**src/rtl/voice_allocator_pkg.sv**
```systemverilog
// Shared definitions for the voice allocator: FSM states and width defaults
// common to the oscillator and note-source blocks.
package voice_allocator_pkg;

  typedef enum logic [1:0] {
    ST_IDLE   = 2'd0,
    ST_SCAN   = 2'd1,
    ST_COMMIT = 2'd2
  } state_e;

  localparam int NUM_VOICES_DEF = 4;
  localparam int FREQ_W_DEF     = 20;
  localparam int NOTE_W_DEF     = 7;
  localparam int AGE_W_DEF      = 8;

endpackage

```
**src/rtl/voice_slot.sv**
```systemverilog
// One oscillator voice: gate, note, frequency and a saturating age counter.
// Command priority: clear > load > release > age increment.
module voice_slot
  import voice_allocator_pkg::*;
#(
  parameter int FREQ_W = FREQ_W_DEF,
  parameter int NOTE_W = NOTE_W_DEF,
  parameter int AGE_W  = AGE_W_DEF
) (
  input  logic              clk,
  input  logic              reset,
  input  logic              load,
  input  logic              rel,
  input  logic              age_inc,
  input  logic              clear,
  input  logic [NOTE_W-1:0] load_note,
  input  logic [FREQ_W-1:0] load_freq,
  output logic              gate,
  output logic [NOTE_W-1:0] note,
  output logic [FREQ_W-1:0] freq,
  output logic [AGE_W-1:0]  age
);

  localparam logic [AGE_W-1:0] AGE_MAX = '1;

  logic              gate_q, gate_d;
  logic [NOTE_W-1:0] note_q, note_d;
  logic [FREQ_W-1:0] freq_q, freq_d;
  logic [AGE_W-1:0]  age_q,  age_d;

  // Next-state for the voice registers from the allocator's commands.
  always_comb begin
    // NOTE: every output of a combinational block gets a default first so no latch is inferred.
    gate_d = gate_q;
    note_d = note_q;
    freq_d = freq_q;
    age_d  = age_q;
    if (clear) begin
      gate_d = 1'b0;
      age_d  = '0;
    end else if (load) begin
      gate_d = 1'b1;
      note_d = load_note;
      freq_d = load_freq;
      age_d  = '0;
    end else if (rel) begin
      // Note and frequency stay put so the release tail keeps its pitch.
      gate_d = 1'b0;
    end else if (age_inc && (age_q != AGE_MAX)) begin
      age_d = age_q + 1'b1;
    end
  end

  // Voice register bank with synchronous reset.
  always_ff @(posedge clk) begin
    // NOTE: state registers use non-blocking assignments so all flops update from pre-edge values.
    if (reset) begin
      gate_q <= 1'b0;
      note_q <= '0;
      freq_q <= '0;
      age_q  <= '0;
    end else begin
      gate_q <= gate_d;
      note_q <= note_d;
      freq_q <= freq_d;
      age_q  <= age_d;
    end
  end

  assign gate = gate_q;
  assign note = note_q;
  assign freq = freq_q;
  assign age  = age_q;

endmodule

```
**src/rtl/voice_allocator.sv**
```systemverilog
// Polyphonic voice allocator: accepts note events, scans the voices one per
// cycle and commits retrigger / free / steal-oldest assignment or a release.
module voice_allocator
  import voice_allocator_pkg::*;
#(
  parameter int NUM_VOICES = NUM_VOICES_DEF,
  parameter int FREQ_W     = FREQ_W_DEF,
  parameter int NOTE_W     = NOTE_W_DEF,
  parameter int AGE_W      = AGE_W_DEF
) (
  input  logic                         clk,
  input  logic                         reset,
  input  logic                         evt_valid,
  output logic                         evt_ready,
  input  logic                         evt_on,
  input  logic [NOTE_W-1:0]            evt_note,
  input  logic [FREQ_W-1:0]            evt_freq,
  input  logic                         all_off,
  output logic [NUM_VOICES-1:0]        voice_gate,
  output logic [NUM_VOICES*FREQ_W-1:0] voice_freq,
  output logic [NUM_VOICES-1:0]        voice_osc_reset,
  output logic                         steal_pulse,
  output logic                         drop_pulse
);

  localparam int              IDX_W    = (NUM_VOICES > 1) ? $clog2(NUM_VOICES) : 1;
  localparam logic [IDX_W-1:0] LAST_IDX = IDX_W'(NUM_VOICES - 1);

  state_e                  state_q, state_d;
  logic [IDX_W-1:0]        idx_q, idx_d;
  logic                    ev_on_q, ev_on_d;
  logic [NOTE_W-1:0]       ev_note_q, ev_note_d;
  logic [FREQ_W-1:0]       ev_freq_q, ev_freq_d;
  logic                    match_vld_q, match_vld_d;
  logic [IDX_W-1:0]        match_idx_q, match_idx_d;
  logic                    free_vld_q, free_vld_d;
  logic [IDX_W-1:0]        free_idx_q, free_idx_d;
  logic                    old_vld_q, old_vld_d;
  logic [IDX_W-1:0]        old_idx_q, old_idx_d;
  logic [AGE_W-1:0]        old_age_q, old_age_d;
  logic [NUM_VOICES-1:0]   osc_reset_q, osc_reset_d;
  logic                    steal_q, steal_d;
  logic                    drop_q, drop_d;

  logic [NUM_VOICES-1:0]   slot_gate, slot_load, slot_rel, slot_age_inc;
  logic [NOTE_W-1:0]       slot_note [NUM_VOICES];
  logic [FREQ_W-1:0]       slot_freq [NUM_VOICES];
  logic [AGE_W-1:0]        slot_age  [NUM_VOICES];
  logic [IDX_W-1:0]        target;

  // Events are only taken in IDLE, never during panic or reset.
  assign evt_ready = (state_q == ST_IDLE) && !all_off && !reset;

  for (genvar i = 0; i < NUM_VOICES; i++) begin : g_slot
    voice_slot #(
      .FREQ_W (FREQ_W),
      .NOTE_W (NOTE_W),
      .AGE_W  (AGE_W)
    ) u_slot (
      .clk       (clk),
      .reset     (reset),
      .load      (slot_load[i]),
      .rel       (slot_rel[i]),
      .age_inc   (slot_age_inc[i]),
      .clear     (all_off),
      .load_note (ev_note_q),
      .load_freq (ev_freq_q),
      .gate      (slot_gate[i]),
      .note      (slot_note[i]),
      .freq      (slot_freq[i]),
      .age       (slot_age[i])
    );
    assign voice_freq[i*FREQ_W +: FREQ_W] = slot_freq[i];
  end

  // FSM next state, scan tracking and commit decisions.
  always_comb begin
    state_d      = state_q;
    idx_d        = idx_q;
    ev_on_d      = ev_on_q;
    ev_note_d    = ev_note_q;
    ev_freq_d    = ev_freq_q;
    match_vld_d  = match_vld_q;
    match_idx_d  = match_idx_q;
    free_vld_d   = free_vld_q;
    free_idx_d   = free_idx_q;
    old_vld_d    = old_vld_q;
    old_idx_d    = old_idx_q;
    old_age_d    = old_age_q;
    osc_reset_d  = '0;
    steal_d      = 1'b0;
    drop_d       = 1'b0;
    slot_load    = '0;
    slot_rel     = '0;
    slot_age_inc = '0;
    target       = '0;

    if (all_off) begin
      // Panic aborts any latched event; the slots clear themselves.
      state_d = ST_IDLE;
    end else begin
      unique case (state_q)
        ST_IDLE: begin
          if (evt_valid && evt_ready) begin
            ev_on_d     = evt_on;
            ev_note_d   = evt_note;
            ev_freq_d   = evt_freq;
            idx_d       = '0;
            match_vld_d = 1'b0;
            free_vld_d  = 1'b0;
            old_vld_d   = 1'b0;
            old_age_d   = '0;
            state_d     = ST_SCAN;
          end
        end
        ST_SCAN: begin
          if (!match_vld_q && slot_gate[idx_q] && (slot_note[idx_q] == ev_note_q)) begin
            match_vld_d = 1'b1;
            match_idx_d = idx_q;
          end
          if (!free_vld_q && !slot_gate[idx_q]) begin
            free_vld_d = 1'b1;
            free_idx_d = idx_q;
          end
          // Strictly greater keeps the lowest index among equal (or saturated) ages.
          if (slot_gate[idx_q] && (!old_vld_q || (slot_age[idx_q] > old_age_q))) begin
            old_vld_d = 1'b1;
            old_idx_d = idx_q;
            old_age_d = slot_age[idx_q];
          end
          if (idx_q == LAST_IDX) state_d = ST_COMMIT;
          else                   idx_d   = idx_q + 1'b1;
        end
        ST_COMMIT: begin
          state_d = ST_IDLE;
          if (ev_on_q) begin
            if (match_vld_q)     target = match_idx_q;
            else if (free_vld_q) target = free_idx_q;
            else begin
              target  = old_idx_q;
              steal_d = 1'b1;
            end
            slot_load[target]   = 1'b1;
            osc_reset_d[target] = 1'b1;
            for (int i = 0; i < NUM_VOICES; i++) begin
              if (IDX_W'(i) != target) slot_age_inc[i] = slot_gate[i];
            end
          end else if (match_vld_q) begin
            slot_rel[match_idx_q] = 1'b1;
          end else begin
            drop_d = 1'b1;
          end
        end
        default: state_d = ST_IDLE;
      endcase
    end
  end

  // Control registers; every flop is reset, including the latched event.
  always_ff @(posedge clk) begin
    if (reset) begin
      state_q     <= ST_IDLE;
      idx_q       <= '0;
      ev_on_q     <= 1'b0;
      ev_note_q   <= '0;
      ev_freq_q   <= '0;
      match_vld_q <= 1'b0;
      match_idx_q <= '0;
      free_vld_q  <= 1'b0;
      free_idx_q  <= '0;
      old_vld_q   <= 1'b0;
      old_idx_q   <= '0;
      old_age_q   <= '0;
      osc_reset_q <= '0;
      steal_q     <= 1'b0;
      drop_q      <= 1'b0;
    end else begin
      state_q     <= state_d;
      idx_q       <= idx_d;
      ev_on_q     <= ev_on_d;
      ev_note_q   <= ev_note_d;
      ev_freq_q   <= ev_freq_d;
      match_vld_q <= match_vld_d;
      match_idx_q <= match_idx_d;
      free_vld_q  <= free_vld_d;
      free_idx_q  <= free_idx_d;
      old_vld_q   <= old_vld_d;
      old_idx_q   <= old_idx_d;
      old_age_q   <= old_age_d;
      osc_reset_q <= osc_reset_d;
      steal_q     <= steal_d;
      drop_q      <= drop_d;
    end
  end

  assign voice_gate      = slot_gate;
  assign voice_osc_reset = osc_reset_q;
  assign steal_pulse     = steal_q;
  assign drop_pulse      = drop_q;

endmodule
```
**config.mk**
```make
export PLATFORM = sky130hd
export DESIGN_NAME = voice_allocator
export DESIGN_NICKNAME = d
export VERILOG_FILES = /design/src/rtl/voice_allocator_pkg.sv /design/src/rtl/voice_slot.sv /design/src/rtl/voice_allocator.sv
export SDC_FILE = /design/constraint.sdc
export NUM_CORES = 1
export LEC_CHECK = 0
export ABC_AREA = 1
export CORE_UTILIZATION = 59
export CTS_CLUSTER_SIZE = 16
export DETAILED_ROUTE_END_ITERATION = 10
export GPL_TIMING_DRIVEN = 0
export HOLD_SLACK_MARGIN = 0.06
export PLACE_DENSITY = 0.83
export SYNTH_ARGS = -nofsm -noshare
export SYNTH_HDL_FRONTEND = slang
export SYNTH_SLANG_ARGS = --single-unit
```
**constraint.sdc**
```tcl
create_clock -name clk -period 4.5 [get_ports clk]
set_input_delay 0.9 -clock clk [delete_from_list [all_inputs] [get_ports clk]]
set_output_delay 0.9 -clock clk [all_outputs]
set_load 0.01 [all_outputs]
```
==> impl_summary.log <==
INFO  metric cp.arrival = 3080 ps
INFO  metric cpPeakStageDelay = 600 ps
INFO  metric grt_antenna_before_repair = 0
INFO  metric max_slew.worst_pin.slew = 699 ps
INFO  metric final_util = 0.756
INFO  metric synthesis.yosys.warnings = 0
INFO  metric die_height = 122 um
INFO  metric startpoint_types = input pin
INFO  metric achievable-frequency = 251 MHz
INFO  metric rrSetupSlack = 1340 ps
INFO  metric clk_path_buf_depth = 2
INFO  metric dominantRegCellSynth = sky130_fd_sc_hd__dfxtp_1
INFO  metric synth_top_cell_area_share = 0.470
INFO  metric combinational_power_share = 0.045
INFO  metric clock-sinks = 199
INFO  metric clock_insertion_delay_worst_skew = 440 ps
INFO  metric crit_path_frequent_cell = sky130_fd_sc_hd__clkdlybuf4s50_1
INFO  metric netSwitchingFraction = 0.242
INFO  metric dr.pass1.iters = 6
INFO  metric synth-seq-cells = 199
INFO  metric timing.critical_path.cells = clkdlybuf4s50_1 > nor2_2 > inv_2 > nor3_2 > buf_2 > clkdlybuf4s50_1
INFO  metric cts.clk_slew.worst_paths = 70 ps
INFO  metric finalWorstSetupSlack = 521 ps
INFO  metric std_cell_rows = 43
INFO  metric post_place_instance_area = 0.00992 mm2
INFO  metric antenna_cells = 0
INFO  metric groute.layer.met3.usage = 0.0585
INFO  metric pwr-share-clk = 0.450
INFO  metric use_met1 = 0.424
INFO  metric layout-area-overhead-vs-synth = 24.3%
INFO  metric globalRoute.busiestLayer = met2
INFO  metric power.switching = 0.855 mW
INFO  metric post_drt_wl_per_cell = 16.6 um
INFO  metric final_max_slew_viol_count = 0
INFO  metric rsz0062_at_grt = no
INFO  metric power_report.internal_total = 2.67 mW
INFO  metric min-delay-start = g_slot[1].u_slot.freq[4]
INFO  metric postSynthNetCount = 1182
INFO  metric start_util = 0.608
INFO  metric drt_first_iter_violations = 896
INFO  metric worstPathBufferInverterCount = 4
INFO  metric timing.final.setup_violations = 0
INFO  metric rr_endpoint = old_age_q[5]
INFO  metric pre_cts_slack = 575 ps
INFO  metric number_of_enable_flip_flop_cells_after_synthesis = 0
INFO  metric worst-path-max-fanout = 10
INFO  metric fin_total_pwr = 3.53 mW
INFO  metric cts-buffers-inserted = 17
INFO  metric reg2reg_from = idx_q[0]
INFO  metric global_route.overflow_total = 0
INFO  metric mappedNetlistArea = 0.00847 mm2
INFO  metric pwr_density_cell = 335 mW/mm2
INFO  metric avgViaCountPerCell = 5.66
INFO  metric grt_pass1_wl = 37.7 mm
INFO  metric max-slew-margin-rel = 0.534
INFO  metric final_layout_size_suffix_gt1_frac = 0.0767
INFO  metric tritoncts_clock_tree = built
INFO  metric placed_wire_length_estimate = 17.3 mm
INFO  metric dieWidth = 122 um
INFO  metric timing.final.crit_period = 3980 ps
INFO  metric timing.hold.worst.class = flop to flop
INFO  metric worst_hold_path.num_cells = 2
INFO  metric fin_worst_skew = 11.6 ps
INFO  metric cts_root_buf = sky130_fd_sc_hd__clkbuf_16
INFO  metric maxCapViolations = 0
INFO  metric status = finished, final reports clean
INFO  metric design_area = 0.0105 mm2
INFO  metric synth-async-reset-ratio = 0
INFO  metric synthesis.area_per_instance = 7.45 um2
INFO  metric fill_cells = 1070
INFO  metric synthesis.instances = 1137
INFO  metric gp_congestion = 0.910
INFO  metric drtAntennaViolNets = 0
INFO  metric sort_of_element_at_the_end_of_the_critical_path = output pin
INFO  metric cts_hold_repair.buffers = 0
INFO  metric fin_setup_tns = 0 ps
INFO  metric cpMaxStageDelayCell = sky130_fd_sc_hd__clkdlybuf4s50_1
INFO  metric layout_worst_path_cycle_share = 0.884
INFO  metric critPathLaunch = reset
INFO  metric drc = 0
INFO  metric cts-resized-gates = 0
INFO  metric leakage = 3.87 nW
INFO  metric r2r.worst_path.cells = 18
INFO  metric floorplan.io_pins = 123
INFO  metric cp_top_family = buffers and inverters
INFO  metric die-area = 0.0148 mm2
INFO  metric synthDistinctLibCells = 40
INFO  metric number_of_global_route_vias_before_repair = 7417
INFO  metric ir_worst_vdd = 0.320 mV
INFO  metric placement.io_buffers = 122
INFO  metric post_cts.repair.setup_buffers = 0
INFO  metric dr_total_vias = 8320
INFO  metric core_area = 0.0139 mm2
INFO  metric netlist_top_cells_count = sky130_fd_sc_hd__dfxtp_1 (199), sky130_fd_sc_hd__a21oi_1 (174), sky130_fd_sc_hd__nand2_1 (168)
INFO  metric cells_taking_the_most_area_after_synthesis = sky130_fd_sc_hd__dfxtp_1 (47%), sky130_fd_sc_hd__a21oi_1 (10%), sky130_fd_sc_hd__o21ai_0 (8.6%)
INFO  metric cts.htree.levels = 4
INFO  metric synthMostInstantiatedCell = sky130_fd_sc_hd__dfxtp_1
INFO  metric grt_util_met2 = 0.541
INFO  metric cp_data_required_time = 3600 ps
INFO  metric whs_endpoint = g_slot[1].u_slot.freq[4]
INFO  metric synth_sequential_area_ratio = 0.470
INFO  metric groute.usage.overall = 0.331
INFO  metric classification_of_the_worst_setup_path = input pin to output pin
INFO  metric p_seq_frac = 0.506
INFO  metric synth_largest_area_cell = sky130_fd_sc_hd__dfxtp_1
INFO  metric drt-total-wl = 24.4 mm
INFO  metric timing.final.hold_violations = 0
INFO  metric grt_start_max_net_pins = 20
INFO  metric design.final.nets = 1323
[layer usage]
layer / vias to the layer above / part of all wire
met2: 454 / 0.47
met1: 3812 / 0.42
met3: 55 / 0.083
li1: 3999 / -
met5: - / 0
met4: 0 / 0.032
[worst min-delay path: cells and delay by family (launching register included)]
kind | cells | cell delay, ps
AOI/OAI and AO/OA | 1 | 50
buffers and inverters | 1 | 40
DFF | 1 | 310
[cells by family (layout without fill, tap and decap cells)]
| kind of cell | after synthesis | count (layout) | share of synthesized area |
|---|---|---|---|
| AND/OR/NAND/NOR | 358 | 358 | 0.186 |
| flip-flops | 199 | 199 | 0.470 |
| AO/OA/AOI/OAI | 334 | 334 | 0.201 |
| XOR/XNOR | 13 | 13 | 0.0134 |
| buffers and inverters | 220 | 374 | 0.110 |
| adder cells (fa/ha/maj) | 13 | 13 | 0.0192 |
[state kept, by name, summed over array words and instances, names as in the netlist, 4 cells and up]
register	count
g_slot.u_slot.freq	80
g_slot.u_slot.age	32
g_slot.u_slot.note	28
ev_freq_q	20
old_age_q	8
ev_note_q	7
g_slot.u_slot.gate	4
voice_osc_reset	4
[power groups by stage]
| stage | Combinational (mW) | Sequential [mW] | Clock [mW] |
|---|---|---|---|
| after floorplan | 0.0866 | 1.82 | 0 |
| after global placement | 0.150 | 1.83 | 0 |
| after detailed placement | 0.152 | 1.82 | 0 |
| after CTS | 0.153 | 1.78 | 1.58 |
| after global routing | 0.170 | 1.79 | 1.66 |
| final | 0.157 | 1.78 | 1.59 |
[final cells by class]
class                           instances  area (um2)  share of cell area
Sequential cell                       199        3980               0.378
Clock inverter                         15         184              0.0175
Tap cell                              180         225              0.0214
Inverter                              154         581              0.0551
Clock buffer                           17         425              0.0404
Multi-Input combinational cell        718        3560               0.338
Buffer                                 66         350              0.0333
Timing Repair Buffer                  122        1220               0.116
[how the worst max path moves through the flow]
stage / depth (start not counted) / end / slack [ps]
6_report: 6 / evt_ready / 520
4_1_cts: 6 / evt_ready / 550
5_1_grt: 6 / evt_ready / 460
2_1_floorplan: 4 / evt_ready / 2030
3_3_place_gp: 6 / evt_ready / 590
3_5_place_dp: 6 / evt_ready / 580
[layout by cell type, fill, tap and decap left out, types with 2 or more instances in the layout]
cell and n:
sky130_fd_sc_hd__inv_1 144, sky130_fd_sc_hd__nand2_1 168, sky130_fd_sc_hd__nor3_2 2, sky130_fd_sc_hd__nand3_2 2
sky130_fd_sc_hd__bufinv_16 2, sky130_fd_sc_hd__nand3_1 62, sky130_fd_sc_hd__o31ai_1 2, sky130_fd_sc_hd__clkbuf_16 17
sky130_fd_sc_hd__clkbuf_1 26, sky130_fd_sc_hd__ha_1 13, sky130_fd_sc_hd__buf_4 14, sky130_fd_sc_hd__clkinv_4 4
sky130_fd_sc_hd__inv_2 9, sky130_fd_sc_hd__a32oi_1 2, sky130_fd_sc_hd__xnor2_1 4, sky130_fd_sc_hd__nor2_1 79
sky130_fd_sc_hd__inv_6 7, sky130_fd_sc_hd__o22ai_1 4, sky130_fd_sc_hd__dfxtp_1 199, sky130_fd_sc_hd__a21oi_1 174
sky130_fd_sc_hd__nor2_4 2, sky130_fd_sc_hd__buf_6 3, sky130_fd_sc_hd__nor3b_1 2, sky130_fd_sc_hd__nor4_1 2
sky130_fd_sc_hd__a31oi_1 2, sky130_fd_sc_hd__nand2_2 5, sky130_fd_sc_hd__o21ai_0 145, sky130_fd_sc_hd__nand4_1 17
sky130_fd_sc_hd__nor2_2 4, sky130_fd_sc_hd__xor2_1 9, sky130_fd_sc_hd__nor3_1 8, sky130_fd_sc_hd__clkdlybuf4s50_1 122
sky130_fd_sc_hd__buf_2 22
[metrics by stage]
stage | cells | hold WS, ps
6_report | 1471 | 445
5_1_grt | 1471 | 459
4_1_cts | 1471 | 447
3_5_place_dp | 1439 | 436
3_3_place_gp | 1439 | 432
2_1_floorplan | 1137 | 424
No activity file was read; power rests on OpenSTA's default activity.
